==> src/rtl/chrom_eval_if.sv <==
// Control handshake and trace port of the chromosome evaluator.
// The engine uses the slave modport; whoever drives start/ack uses master.
interface chrom_eval_if #(
  parameter int IN_W   = 8,
  parameter int OUT_W  = 8,
  parameter int ADDR_W = 15
);
  logic                        iStart;
  logic                        iAck;
  logic                        oReady;
  logic                        oDone;
  logic                        oPass;
  logic                        oTraceWe;
  logic [ADDR_W-1:0]           oTraceAddr;
  logic [IN_W+8+2*OUT_W-1:0]   oTraceData;
  logic                        oTraceOverflow;

  modport slave (
    input  iStart, iAck,
    output oReady, oDone, oPass, oTraceWe, oTraceAddr, oTraceData, oTraceOverflow
  );

  modport master (
    output iStart, iAck,
    input  oReady, oDone, oPass, oTraceWe, oTraceAddr, oTraceData, oTraceOverflow
  );
endinterface

==> src/rtl/chrom_eval_engine.sv <==
// Chromosome fitness evaluator: drives stored vectors into a phenotype circuit,
// samples its outputs after a settle window and accumulates per-bit error counts.
module chrom_eval_engine #(
  parameter int IN_W             = 8,
  parameter int OUT_W            = 8,
  parameter int SEQ_DEPTH        = 64,
  parameter int CNT_W            = 32,
  parameter int ADDR_W           = 15,
  parameter int NUM_RETRIES      = 3,
  parameter int CYCLES_TO_IGNORE = 10
) (
  input  logic                       iClock,
  input  logic                       iReset,
  chrom_eval_if.slave                ctrl,
  input  logic [7:0]                 iSeqLen,
  input  logic [15:0]                iSettleCycles,
  input  logic                       iAbortOnError,
  input  logic [SEQ_DEPTH*IN_W-1:0]  iInputSequence,
  input  logic [SEQ_DEPTH*OUT_W-1:0] iExpectedOutput,
  input  logic [SEQ_DEPTH*OUT_W-1:0] iValidOutput,
  input  logic [OUT_W-1:0]           iDutOut,
  output logic [IN_W-1:0]            oDutIn,
  output logic                       oDutClear,
  output logic [OUT_W*CNT_W-1:0]     oErrorSums,
  output logic [CNT_W+3:0]           oTotalErrors,
  output logic [2:0]                 oState
);
  typedef enum logic [2:0] {
    IDLE  = 3'd0,
    CLEAR = 3'd1,
    LOAD  = 3'd2,
    APPLY = 3'd3,
    CHECK = 3'd4,
    DONE  = 3'd5
  } state_t;

  localparam logic [15:0]       IGNORE_C     = 16'(CYCLES_TO_IGNORE);
  localparam logic [15:0]       MIN_SETTLE_C = 16'(CYCLES_TO_IGNORE + 1);
  localparam logic [7:0]        DEPTH_C      = 8'(SEQ_DEPTH);
  localparam logic [7:0]        RETRIES_C    = 8'(NUM_RETRIES);
  localparam logic [ADDR_W-1:0] ADDR_ONE_C   = ADDR_W'(1);
  localparam logic [CNT_W-1:0]  CNT_ONE_C    = CNT_W'(1);

  state_t                        state_r, stateNext_s;
  logic [7:0]                    seqLen_r, idx_r, retry_r;
  logic [15:0]                   settle_r, cycle_r;
  logic                          abort_r, pass_r, overflow_r;
  logic [OUT_W-1:0]              flag_r;
  logic [OUT_W-1:0][CNT_W-1:0]   errCnt_r;
  logic [IN_W-1:0]               dutIn_r;
  logic [ADDR_W-1:0]             traceAddr_r;

  logic [IN_W-1:0]               inVec_s;
  logic [OUT_W-1:0]              expVec_s, validVec_s, mismatch_s, hit_s;
  logic                          sampleEn_s, lastCycle_s, lastVec_s, anyHit_s;
  logic                          totalZero_s, retryLeft_s;
  logic [CNT_W+3:0]              total_s;
  logic [7:0]                    lenClamp_s;
  logic [15:0]                   settleClamp_s;

  assign inVec_s     = iInputSequence[idx_r*IN_W +: IN_W];
  assign expVec_s    = iExpectedOutput[idx_r*OUT_W +: OUT_W];
  assign validVec_s  = iValidOutput[idx_r*OUT_W +: OUT_W];
  assign mismatch_s  = (iDutOut ^ expVec_s) & validVec_s;
  assign sampleEn_s  = (cycle_r >= IGNORE_C);
  // hit_s folds the current cycle in so the final settle cycle is sampled too
  assign hit_s       = flag_r | (sampleEn_s ? mismatch_s : {OUT_W{1'b0}});
  assign anyHit_s    = |hit_s;
  assign lastCycle_s = (cycle_r == settle_r - 16'd1);
  assign lastVec_s   = (idx_r == seqLen_r - 8'd1);
  assign totalZero_s = (total_s == {(CNT_W+4){1'b0}});
  assign retryLeft_s = (retry_r < RETRIES_C);

  // Configuration clamping and error total
  always_comb begin
    lenClamp_s = iSeqLen;
    if (iSeqLen == 8'd0) begin
      lenClamp_s = 8'd1;
    end else if (iSeqLen > DEPTH_C) begin
      lenClamp_s = DEPTH_C;
    end else begin
      lenClamp_s = iSeqLen;
    end
    settleClamp_s = (iSettleCycles < MIN_SETTLE_C) ? MIN_SETTLE_C : iSettleCycles;
    total_s = {(CNT_W+4){1'b0}};
    for (int b = 0; b < OUT_W; b++) begin
      total_s = total_s + {4'b0000, errCnt_r[b]};
    end
  end

  // State register
  always_ff @(posedge iClock) begin
    if (iReset) begin
      state_r <= IDLE;
    end else begin
      state_r <= stateNext_s;
    end
  end

  // Next-state logic
  always_comb begin
    stateNext_s = state_r;
    case (state_r)
      IDLE:  stateNext_s = ctrl.iStart ? CLEAR : IDLE;
      CLEAR: stateNext_s = LOAD;
      LOAD:  stateNext_s = APPLY;
      APPLY: begin
        if (!lastCycle_s) begin
          stateNext_s = APPLY;
        end else if (abort_r && anyHit_s) begin
          stateNext_s = DONE;
        end else if (lastVec_s) begin
          stateNext_s = CHECK;
        end else begin
          stateNext_s = LOAD;
        end
      end
      CHECK: stateNext_s = (totalZero_s && retryLeft_s) ? LOAD : DONE;
      DONE:  stateNext_s = ctrl.iAck ? IDLE : DONE;
      default: stateNext_s = IDLE;
    endcase
  end

  // Datapath: configuration, vector drive, sampling, counters and trace address
  always_ff @(posedge iClock) begin
    if (iReset) begin
      seqLen_r    <= 8'd0;
      idx_r       <= 8'd0;
      retry_r     <= 8'd0;
      settle_r    <= 16'd0;
      cycle_r     <= 16'd0;
      abort_r     <= 1'b0;
      pass_r      <= 1'b0;
      overflow_r  <= 1'b0;
      flag_r      <= {OUT_W{1'b0}};
      errCnt_r    <= '0;
      dutIn_r     <= {IN_W{1'b0}};
      traceAddr_r <= {ADDR_W{1'b0}};
    end else begin
      case (state_r)
        IDLE: begin
          if (ctrl.iStart) begin
            seqLen_r    <= lenClamp_s;
            settle_r    <= settleClamp_s;
            abort_r     <= iAbortOnError;
            idx_r       <= 8'd0;
            retry_r     <= 8'd0;
            pass_r      <= 1'b0;
            overflow_r  <= 1'b0;
            errCnt_r    <= '0;
            traceAddr_r <= {ADDR_W{1'b0}};
          end
        end
        CLEAR: dutIn_r <= {IN_W{1'b0}};
        LOAD: begin
          dutIn_r <= inVec_s;
          cycle_r <= 16'd0;
          flag_r  <= {OUT_W{1'b0}};
        end
        APPLY: begin
          cycle_r <= cycle_r + 16'd1;
          flag_r  <= hit_s;
          if (!overflow_r) begin
            traceAddr_r <= traceAddr_r + ADDR_ONE_C;
            if (traceAddr_r == {ADDR_W{1'b1}}) begin
              overflow_r <= 1'b1;
            end
          end
          if (lastCycle_s) begin
            for (int b = 0; b < OUT_W; b++) begin
              if (hit_s[b] && (errCnt_r[b] != {CNT_W{1'b1}})) begin
                errCnt_r[b] <= errCnt_r[b] + CNT_ONE_C;
              end
            end
            if (!(abort_r && anyHit_s) && !lastVec_s) begin
              idx_r <= idx_r + 8'd1;
            end
          end
        end
        CHECK: begin
          // A clean run is repeated without re-clearing the phenotype
          if (totalZero_s && retryLeft_s) begin
            retry_r     <= retry_r + 8'd1;
            idx_r       <= 8'd0;
            traceAddr_r <= {ADDR_W{1'b0}};
          end
          pass_r <= totalZero_s && !retryLeft_s;
        end
        DONE: pass_r <= pass_r;
        default: pass_r <= 1'b0;
      endcase
    end
  end

  assign oDutIn              = dutIn_r;
  assign oDutClear           = (state_r == CLEAR);
  assign oErrorSums          = errCnt_r;
  assign oTotalErrors        = total_s;
  assign oState              = state_r;
  assign ctrl.oReady         = (state_r == IDLE);
  assign ctrl.oDone          = (state_r == DONE);
  assign ctrl.oPass          = pass_r;
  assign ctrl.oTraceWe       = (state_r == APPLY) && !overflow_r;
  assign ctrl.oTraceAddr     = traceAddr_r;
  assign ctrl.oTraceData     = {dutIn_r, idx_r, expVec_s, iDutOut};
  assign ctrl.oTraceOverflow = overflow_r;
endmodule
==> src/flat_wrapper.sv <==
// flat-port wrapper written by rule: the top's interface ports become plain ports
module chrom_eval_engine_flat 
#(
  parameter int IN_W             = 8,
  parameter int OUT_W            = 8,
  parameter int SEQ_DEPTH        = 64,
  parameter int CNT_W            = 32,
  parameter int ADDR_W           = 15,
  parameter int NUM_RETRIES      = 3,
  parameter int CYCLES_TO_IGNORE = 10
)
  (iClock, iReset, iSeqLen, iSettleCycles, iAbortOnError, iInputSequence, iExpectedOutput, iValidOutput, iDutOut, oDutIn, oDutClear, oErrorSums, oTotalErrors, oState, ctrl_iStart, ctrl_iAck, ctrl_oReady, ctrl_oDone, ctrl_oPass, ctrl_oTraceWe, ctrl_oTraceAddr, ctrl_oTraceData, ctrl_oTraceOverflow);
  chrom_eval_if #(.IN_W(IN_W), .OUT_W(OUT_W), .ADDR_W(ADDR_W)) ctrl_i ();
  input  logic iClock;
  input  logic iReset;
  input  logic [7:0] iSeqLen;
  input  logic [15:0] iSettleCycles;
  input  logic iAbortOnError;
  input  logic [SEQ_DEPTH*IN_W-1:0] iInputSequence;
  input  logic [SEQ_DEPTH*OUT_W-1:0] iExpectedOutput;
  input  logic [SEQ_DEPTH*OUT_W-1:0] iValidOutput;
  input  logic [OUT_W-1:0] iDutOut;
  output logic [IN_W-1:0] oDutIn;
  output logic oDutClear;
  output logic [OUT_W*CNT_W-1:0] oErrorSums;
  output logic [CNT_W+3:0] oTotalErrors;
  output logic [2:0] oState;
  input wire logic [$bits(ctrl_i.iStart)-1:0] ctrl_iStart;
  input wire logic [$bits(ctrl_i.iAck)-1:0] ctrl_iAck;
  output wire logic [$bits(ctrl_i.oReady)-1:0] ctrl_oReady;
  output wire logic [$bits(ctrl_i.oDone)-1:0] ctrl_oDone;
  output wire logic [$bits(ctrl_i.oPass)-1:0] ctrl_oPass;
  output wire logic [$bits(ctrl_i.oTraceWe)-1:0] ctrl_oTraceWe;
  output wire logic [$bits(ctrl_i.oTraceAddr)-1:0] ctrl_oTraceAddr;
  output wire logic [$bits(ctrl_i.oTraceData)-1:0] ctrl_oTraceData;
  output wire logic [$bits(ctrl_i.oTraceOverflow)-1:0] ctrl_oTraceOverflow;
  assign ctrl_i.iStart = ctrl_iStart;
  assign ctrl_i.iAck = ctrl_iAck;
  assign ctrl_oReady = ctrl_i.oReady;
  assign ctrl_oDone = ctrl_i.oDone;
  assign ctrl_oPass = ctrl_i.oPass;
  assign ctrl_oTraceWe = ctrl_i.oTraceWe;
  assign ctrl_oTraceAddr = ctrl_i.oTraceAddr;
  assign ctrl_oTraceData = ctrl_i.oTraceData;
  assign ctrl_oTraceOverflow = ctrl_i.oTraceOverflow;
  chrom_eval_engine #(.IN_W(IN_W), .OUT_W(OUT_W), .SEQ_DEPTH(SEQ_DEPTH), .CNT_W(CNT_W), .ADDR_W(ADDR_W), .NUM_RETRIES(NUM_RETRIES), .CYCLES_TO_IGNORE(CYCLES_TO_IGNORE)) u_core (.iClock(iClock), .iReset(iReset), .ctrl(ctrl_i), .iSeqLen(iSeqLen), .iSettleCycles(iSettleCycles), .iAbortOnError(iAbortOnError), .iInputSequence(iInputSequence), .iExpectedOutput(iExpectedOutput), .iValidOutput(iValidOutput), .iDutOut(iDutOut), .oDutIn(oDutIn), .oDutClear(oDutClear), .oErrorSums(oErrorSums), .oTotalErrors(oTotalErrors), .oState(oState));
endmodule
==> config.mk <==
export PLATFORM = sky130hd
export DESIGN_NAME = chrom_eval_engine_flat
export DESIGN_NICKNAME = d
export VERILOG_FILES = /design/src/rtl/chrom_eval_if.sv /design/src/rtl/chrom_eval_engine.sv /design/src/flat_wrapper.sv
export SDC_FILE = /design/constraint.sdc
export NUM_CORES = 2
export LEC_CHECK = 0
export CORE_AREA = 2 2 746 748
export DETAILED_ROUTE_END_ITERATION = 6
export DIE_AREA = 0 0 748 750
export PLACE_DENSITY = 0.33
export SLEW_MARGIN = 5
export SYNTH_ARGS = -nofsm -noshare
export SYNTH_HDL_FRONTEND = slang
export SYNTH_SLANG_ARGS = --single-unit
export TNS_END_PERCENT = 30
==> constraint.sdc <==
create_clock -name iClock -period 8.58 [get_ports iClock]
set_clock_uncertainty 0.15 [all_clocks]
set_input_delay 1.287 -clock iClock [delete_from_list [all_inputs] [get_ports iClock]]
set_output_delay 1.287 -clock iClock [all_outputs]
set_load 0.01 [all_outputs]
## Word-level counts from Yosys, hierarchy flattened

Cells that the tools add are included.

| word-level totals | value |
|---|---|
| bits in registers | 349 |
| input port bits | 1573 |
| output and inout bits | 356 |
| word-level logic and storage cells | 163 |

| operators by class | value |
|---|---|
| add/subtract/negate cells | 21 |
| order comparisons | 4 |
| eq/ne operators | 29 |
| shift operators | 3 |
| mux-type cells | 41 |
| bitwise operators | 4 |
| reduce and logical (&&, ||, !) cells | 41 |

Operator list:

| kind | count |
|---|---|
| indexed part select 512 x 12 -> 8 bit | 3 |
| 2-to-1 mux 256 bit | 2 |
| one-hot mux 256 bit (2 select lines) | 1 |
| adder 32 x 1 -> 32 bit (second input constant) | 8 |
| 2-to-1 mux 32 bit | 8 |
| inequality test 32 bit (second input constant) | 8 |
| adder 36 x 32 -> 36 bit | 6 |
| 2-to-1 mux 8 bit | 8 |
| one-hot mux 8 bit (2 select lines) | 3 |
| 2-to-1 mux 15 bit | 3 |
| one-hot mux 15 bit (3 select lines) | 1 |
| zero test 36 bit | 1 |
| AND reduction 4 bit | 9 |
| adder 32 x 32 -> 33 bit | 1 |
| one-hot mux 16 bit (2 select lines) | 1 |
| one-hot mux 8 bit (3 select lines) | 1 |
| inequality test 2 x 1 -> 1 bit (second input constant) | 11 |
| one-hot mux 3 bit (6 select lines) | 1 |
| adder 16 x 1 -> 16 bit (second input constant) | 1 |
| adder 8 x 1 -> 8 bit (second input constant) | 2 |
| == test 16 bit | 1 |
| greater-or-equal comparator 16 x 4 -> 1 bit (second input constant) | 1 |
| less-than comparator 16 x 4 -> 1 bit (second input constant) | 1 |
| 2-to-1 mux 16 bit | 1 |
| 30 further kinds | 60 |

## Longest topological paths before layout

| depth | value |
|---|---|
| depth after elaboration | 12 |
| depth in mapped cells | 35 |

## Worst setup path before layout

Ideal clock, no wire load.

| timing path | value |
|---|---|
| path type | reg2reg |
| start point | register u_core.errCnt_r (netlist bit u_core.oErrorSums[39]) |
| end point | register u_core.traceAddr_r[13] (netlist: u_core.ctrl.oTraceAddr[13]) |
| setup time | 70 ps |
| arrival time | 8495 ps |
| slack | -136 ps |
| cell stages (with the launch flop) | 31 |
| period minus slack after synthesis | 8716 ps |
| cell sequence | dfxtp_1 > ha_1 > a21o_1 > a21oi_1 > nor2b_1 > or2_2 > o41ai_1 > a21boi_0 > o21ai_0 > a21oi_1 > and4b_1 > or3_1 > fa_1 > inv_1 > fa_1 > fa_1 > fa_1 > inv_1 > ha_1 > nand2_1 > o21ai_0 > or3_1 > or3_1 > and3_4 > or4_1 > or4b_4 > nor4_4 > a31oi_4 > buf_6 > or4_1 > a21oi_1 |

| on the way | value |
|---|---|
| word-level cells in the longest chain between the ends | 11 |

Ends and longest elaborated chain:

| element | line | text |
|---|---|---|
| from (decl) | chrom_eval_engine.sv:49 | `logic [OUT_W-1:0][CNT_W-1:0] errCnt_r;` |
| from (signal, indexed assignment) | chrom_eval_engine.sv:172 | `errCnt_r[b] <= errCnt_r[b] + CNT_ONE_C;` |
| adder 32 x 32 -> 33 bit | chrom_eval_engine.sv:87 | `total_s = total_s + {4'b0000, errCnt_r[b]};` |
| adder 36 x 32 -> 36 bit (6 in a row) | chrom_eval_engine.sv:87 |  |
| net oTotalErrors[22] | flat_wrapper.sv:26 | `output logic [CNT_W+3:0] oTotalErrors;` |
| zero test 36 bit | chrom_eval_engine.sv:71 | `assign totalZero_s = (total_s == {(CNT_W+4){1'b0}});` |
| logical AND 1 bit | chrom_eval_engine.sv:182 | `if (totalZero_s && retryLeft_s) begin` |
| inequality test 2 x 1 -> 1 bit (no source line) | - |  |
| AND reduction 4 bit (no source line) | - |  |
| to (signal assigned) | chrom_eval_engine.sv:138 | `traceAddr_r <= {ADDR_W{1'b0}};` |
| to (signal assigned) | chrom_eval_engine.sv:164 | `traceAddr_r <= traceAddr_r + ADDR_ONE_C;` |
| to (signal assigned) | chrom_eval_engine.sv:185 | `traceAddr_r <= {ADDR_W{1'b0}};` |
| to (decl) | chrom_eval_engine.sv:51 | `logic [ADDR_W-1:0] traceAddr_r;` |

The timed path passes the listed nets, and every way through them passes these cells.
A chain may end at the register's enable or synchronous reset.

## Final worst setup path

| timing path | value |
|---|---|
| start point | register u_core.errCnt_r (netlist bit u_core.oErrorSums[7]) |
| end point | output port oTotalErrors[34] |

| on the way | value |
|---|---|
| word-level cells in the longest chain between the ends | 7 |

Ends and longest elaborated chain:

| element | line |
|---|---|
| adder 32 x 32 -> 33 bit | chrom_eval_engine.sv:87 |
| adder 36 x 32 -> 36 bit (6 in a row) | chrom_eval_engine.sv:87 |
| to (decl) | flat_wrapper.sv:26 |

No other way between the ends.

==> results.md <==
- Failing checks: design-rule violations, negative setup slack
- Hold crit path type: flip-flop to flip-flop
- Ys flop type: dfxtp_1
- Port bufs: 1928
- Initial core utilization: 6.630%
- Netlist area before placement: between 0.03 and 0.04 mm²
- Setup Viol. Count Final: 13
- Clk buf depth: 3
- Relative slew slack: approximately an eighth
- DRT antenna net count: 0
- DRT iter0 DRCs: 3084
- Drc violations: 1
- H-tree Lvls: 2
- DRT Pass-1 Iters: 7
- Cell Rows: 274
- Critical path class: flip-flop to output pin
- Die footprint: around 0.56 mm²
- Root Buffer: clkbuf_16
- Sequential fraction of the synthesis area: 19.02%
- Total routed wirelength: between 400 and 500 mm
- Net Sw Power: 0.001619 W
- Crit-path max cell delay: 0.57 ns
- Clk pwr share: 42.2%
- Syn Inst Count: 3986
- Number of synthesized register bits: about 350
- Pleak: between 20 and 25 nW
- Total gr overflow: 0
- Ys async rst share: 0%
- RSZ-0062 raised after global routing: yes
- Combinational share of power: 27.5%
- Critical Path AT: 7.35 ns
- Max frequency: roughly 0.11 GHz
- Min Tclk post-route: 8.783 ns
- Worst IR Drop VDD: around 0.00015 V
- Slew Limit Fails: 0
- Cell Int Power: around 0.0038 W
- Critical Path Sink Type: output pin
- EDFF count, synth: 0
- Critical Path RT: 7.14 ns
- # fillers: 63.32k
- Global-route wire length before repair: 519.9 mm
- Vias per cell: 3.204
- Pwr per Cell Area: roughly 76 mW/mm²
- Final cycle utilization of the critical path: 102.4%
- Largest net degree at the start of global routing: 180
- GPL Wtd Cong: 0.8841
- Count of different cell masters after synthesis: 85
- Initial antenna violation count: 219
- DP Area: 0.06763 mm²
- Syn nets: between 5k and 6k
- Final WS setup: -0.2031 ns
- DP HPWL: ~380 mm
- Biggest area consumer among synthesized cells: mux4_2
- Share of post-route cells with drive strength above 1: a little under 20%
- Mean Syn Cell Area: 9.215 µm²
- Crit-path slowest cell: fa_1
- Core area: roughly 0.55 mm²
- Vias in the first global route: 43.70k
- Startpoint class of the critical path: flip-flop
- Clock-pin slew on the worst setup and hold paths: about 0.060 ns
- Slew @ Worst Pin: 1.319 ns
- Die Wd: 748 µm
- Status: finished with violations
- Hold Slack: 0.2998 ns
- Synth warnings: 0
- Die Span Y: 750 µm
- CP Max Fanout: 4
- TritonCTS Buffers: 50
- CTS tree: done
- Post-detailed-route wirelength per cell: between 30 and 40 µm
- Endpoints failing hold: 0
- Clk_lat worst skew: around 0.70 ns
- Max-cap viol count: 0
- Sw Share: between 20% and 30%
- Syn-to-layout area delta: 95.03%
- Top cell type's share of synthesized area: 21.58%
- Final Cell Area: about 0.07 mm²
- I/O Pins: 1929
- # clock sinks: 349
- Top post-synthesis cells by area: mux4_2 22%, dfxtp_1 19%, fa_1 8.7%, mux2i_1 4.4%, xnor2_1 4.1%
- Total GRT Usage: 14.47%
- Seq pwr share: between 30% and 40%
- Via count: 43.50k
- Nets: ~8k
## final timing paths
check | cells past startpoint | slack [ns] | endpoint | start
setup reg to reg | 33 | -0.08 | u_core.ctrl.oTraceAddr[8]$_SDFFE_PP0P_ | u_core.oErrorSums[7]$_SDFFE_PP0P_
hold reg to reg | 1 | 0.30 | u_core.retry_r[4]$_SDFFE_PP0P_ | u_core.retry_r[4]$_SDFFE_PP0P_
hold / removal | 1 | 0.30 | u_core.retry_r[4]$_SDFFE_PP0P_ | u_core.retry_r[4]$_SDFFE_PP0P_
setup / recovery | 29 | -0.20 | oTotalErrors[34] | u_core.oErrorSums[7]$_SDFFE_PP0P_
## power groups by stage
stage / sequential, W / clock, W / combinational, W
global route: 0.00165 / 0.00244 / 0.00158
global placement: 0.00169 / 0 / 0.00151
detailed placement: 0.00169 / 0 / 0.00151
finish: 0.00165 / 0.00230 / 0.00150
floorplan: 0.00168 / 0 / 0.000345
CTS: 0.00165 / 0.00241 / 0.00152
## registers in the layout (all words and copies together), names as in the netlist
| register | count |
|---|---|
| u_core.flag_r | 8 |
| u_core.oDutIn | 8 |
| u_core.ctrl.oPass | 1 |
| u_core.oState | 3 |
| u_core.retry_r | 8 |
| u_core.oErrorSums | 256 |
| u_core.idx_r | 8 |
| u_core.abort_r | 1 |
| u_core.settle_r | 16 |
| u_core.ctrl.oTraceOverflow | 1 |
| u_core.cycle_r | 16 |
| u_core.ctrl.oTraceAddr | 15 |
| u_core.seqLen_r | 8 |
## cells in the mapped netlist (41+ instances only)
cell type,count
ha_1,86
a21oi_1,207
nand2_1,256
nor4_1,72
inv_1,319
nor2_1,368
mux2i_1,161
dfxtp_1,349
or3_1,66
nand4_1,84
nand3_1,135
a211oi_1,41
nor3_1,95
fa_1,159
and3_1,52
buf_2,60
mux4_2,352
xnor2_1,172
clkbuf_1,149
o21ai_0,107
a22oi_1,113
xor2_1,110
## per-stage QoR
stage / TNS [ns] / power, W / util (%) / worst slack (ns) / instances
final: -1.051 / 0.005447 / 12.93 / -0.2031 / 13580
after global routing: -9.585 / 0.005671 / 12.90 / -0.5878 / 13510
after CTS: -5.786 / 0.005573 / 12.76 / -0.4366 / 13480
after detailed placement: -31.77 / 0.003194 / 12.21 / -0.9252 / 13350
after global placement: -33.84 / 0.003193 / 12.21 / -0.9766 / 13350
after floorplan: 0 / 0.002024 / - / 0.01153 / 3986
## kinds of logic after synthesis
logic type      Yosys count  synth area share [%]
compound gates          712                 12.58
flops                   349                 19.02
mux                     513                 25.97
buf+inv                 589                 6.550
xor+xnor                282                 6.724
fa+ha+maj               245                 11.59
simple gates           1296                 17.56
## worst max-delay path, delay by kind of cell, from the launching register on
kind | cells | cell delay [ns]
adder cells (fa/ha/maj) | 6 | 2.57
buffers and inverters | 7 | 0.69
AND/OR/NAND/NOR | 5 | 0.94
XOR/XNOR | 2 | 0.28
AO/OA/AOI/OAI | 9 | 1.89
flip-flops | 1 | 0.32
## final cells by class
type                            count  area, µm²  share of cell area [%]
Inverter                          321       1214                   1.694
Clock inverter                     20      327.8                  0.4576
Timing Repair Buffer             2380      23100                   32.25
Antenna cell                       72      180.2                  0.2515
Multi-Input combinational cell   3048      29240                   40.82
Clock buffer                       71       1410                   1.968
Sequential cell                   349       7012                   9.787
Tap cell                         7314       9151                   12.77
## placed cells by master (no fill, tap or decap), drive strengths merged, types with 11 or more instances in the layout
cell type / instances
clkbuf: 73
xor2: 110
o21bai: 11
mux2i: 161
o21ai: 112
or3: 67
or2: 19
nor4: 73
clkinv: 12
nand2: 256
o211ai: 16
xnor2: 172
dfxtp: 349
o31ai: 18
and2: 31
clkdlybuf4s50: 1903
nor3: 95
a211oi: 42
nor2: 368
ha: 86
fa: 159
inv: 321
diode: 72
nand3b: 11
o22ai: 40
o21a: 18
nand4: 84
nor2b: 25
a21oi: 208
nand3: 135
and4: 24
a31oi: 21
buf: 473
mux4: 352
and3: 53
a21o: 38
or4: 19
a22oi: 113
## layer usage
metal	part of all wire, %	global-route usage [%]
met3	8.1	4.407
met5	0.16	0
met1	43	18.45
met4	1.6	1.674
met2	47	24.58
## what timing repair did
item	4_1_cts	5_1_grt
gates resized for setup	270	141
hold buffers	0	0
buffers inserted	47	29
gates cloned	0	1
setup endpoints to repair	58	57
pin swaps	127	107
Power figures use the tool's default switching activity.
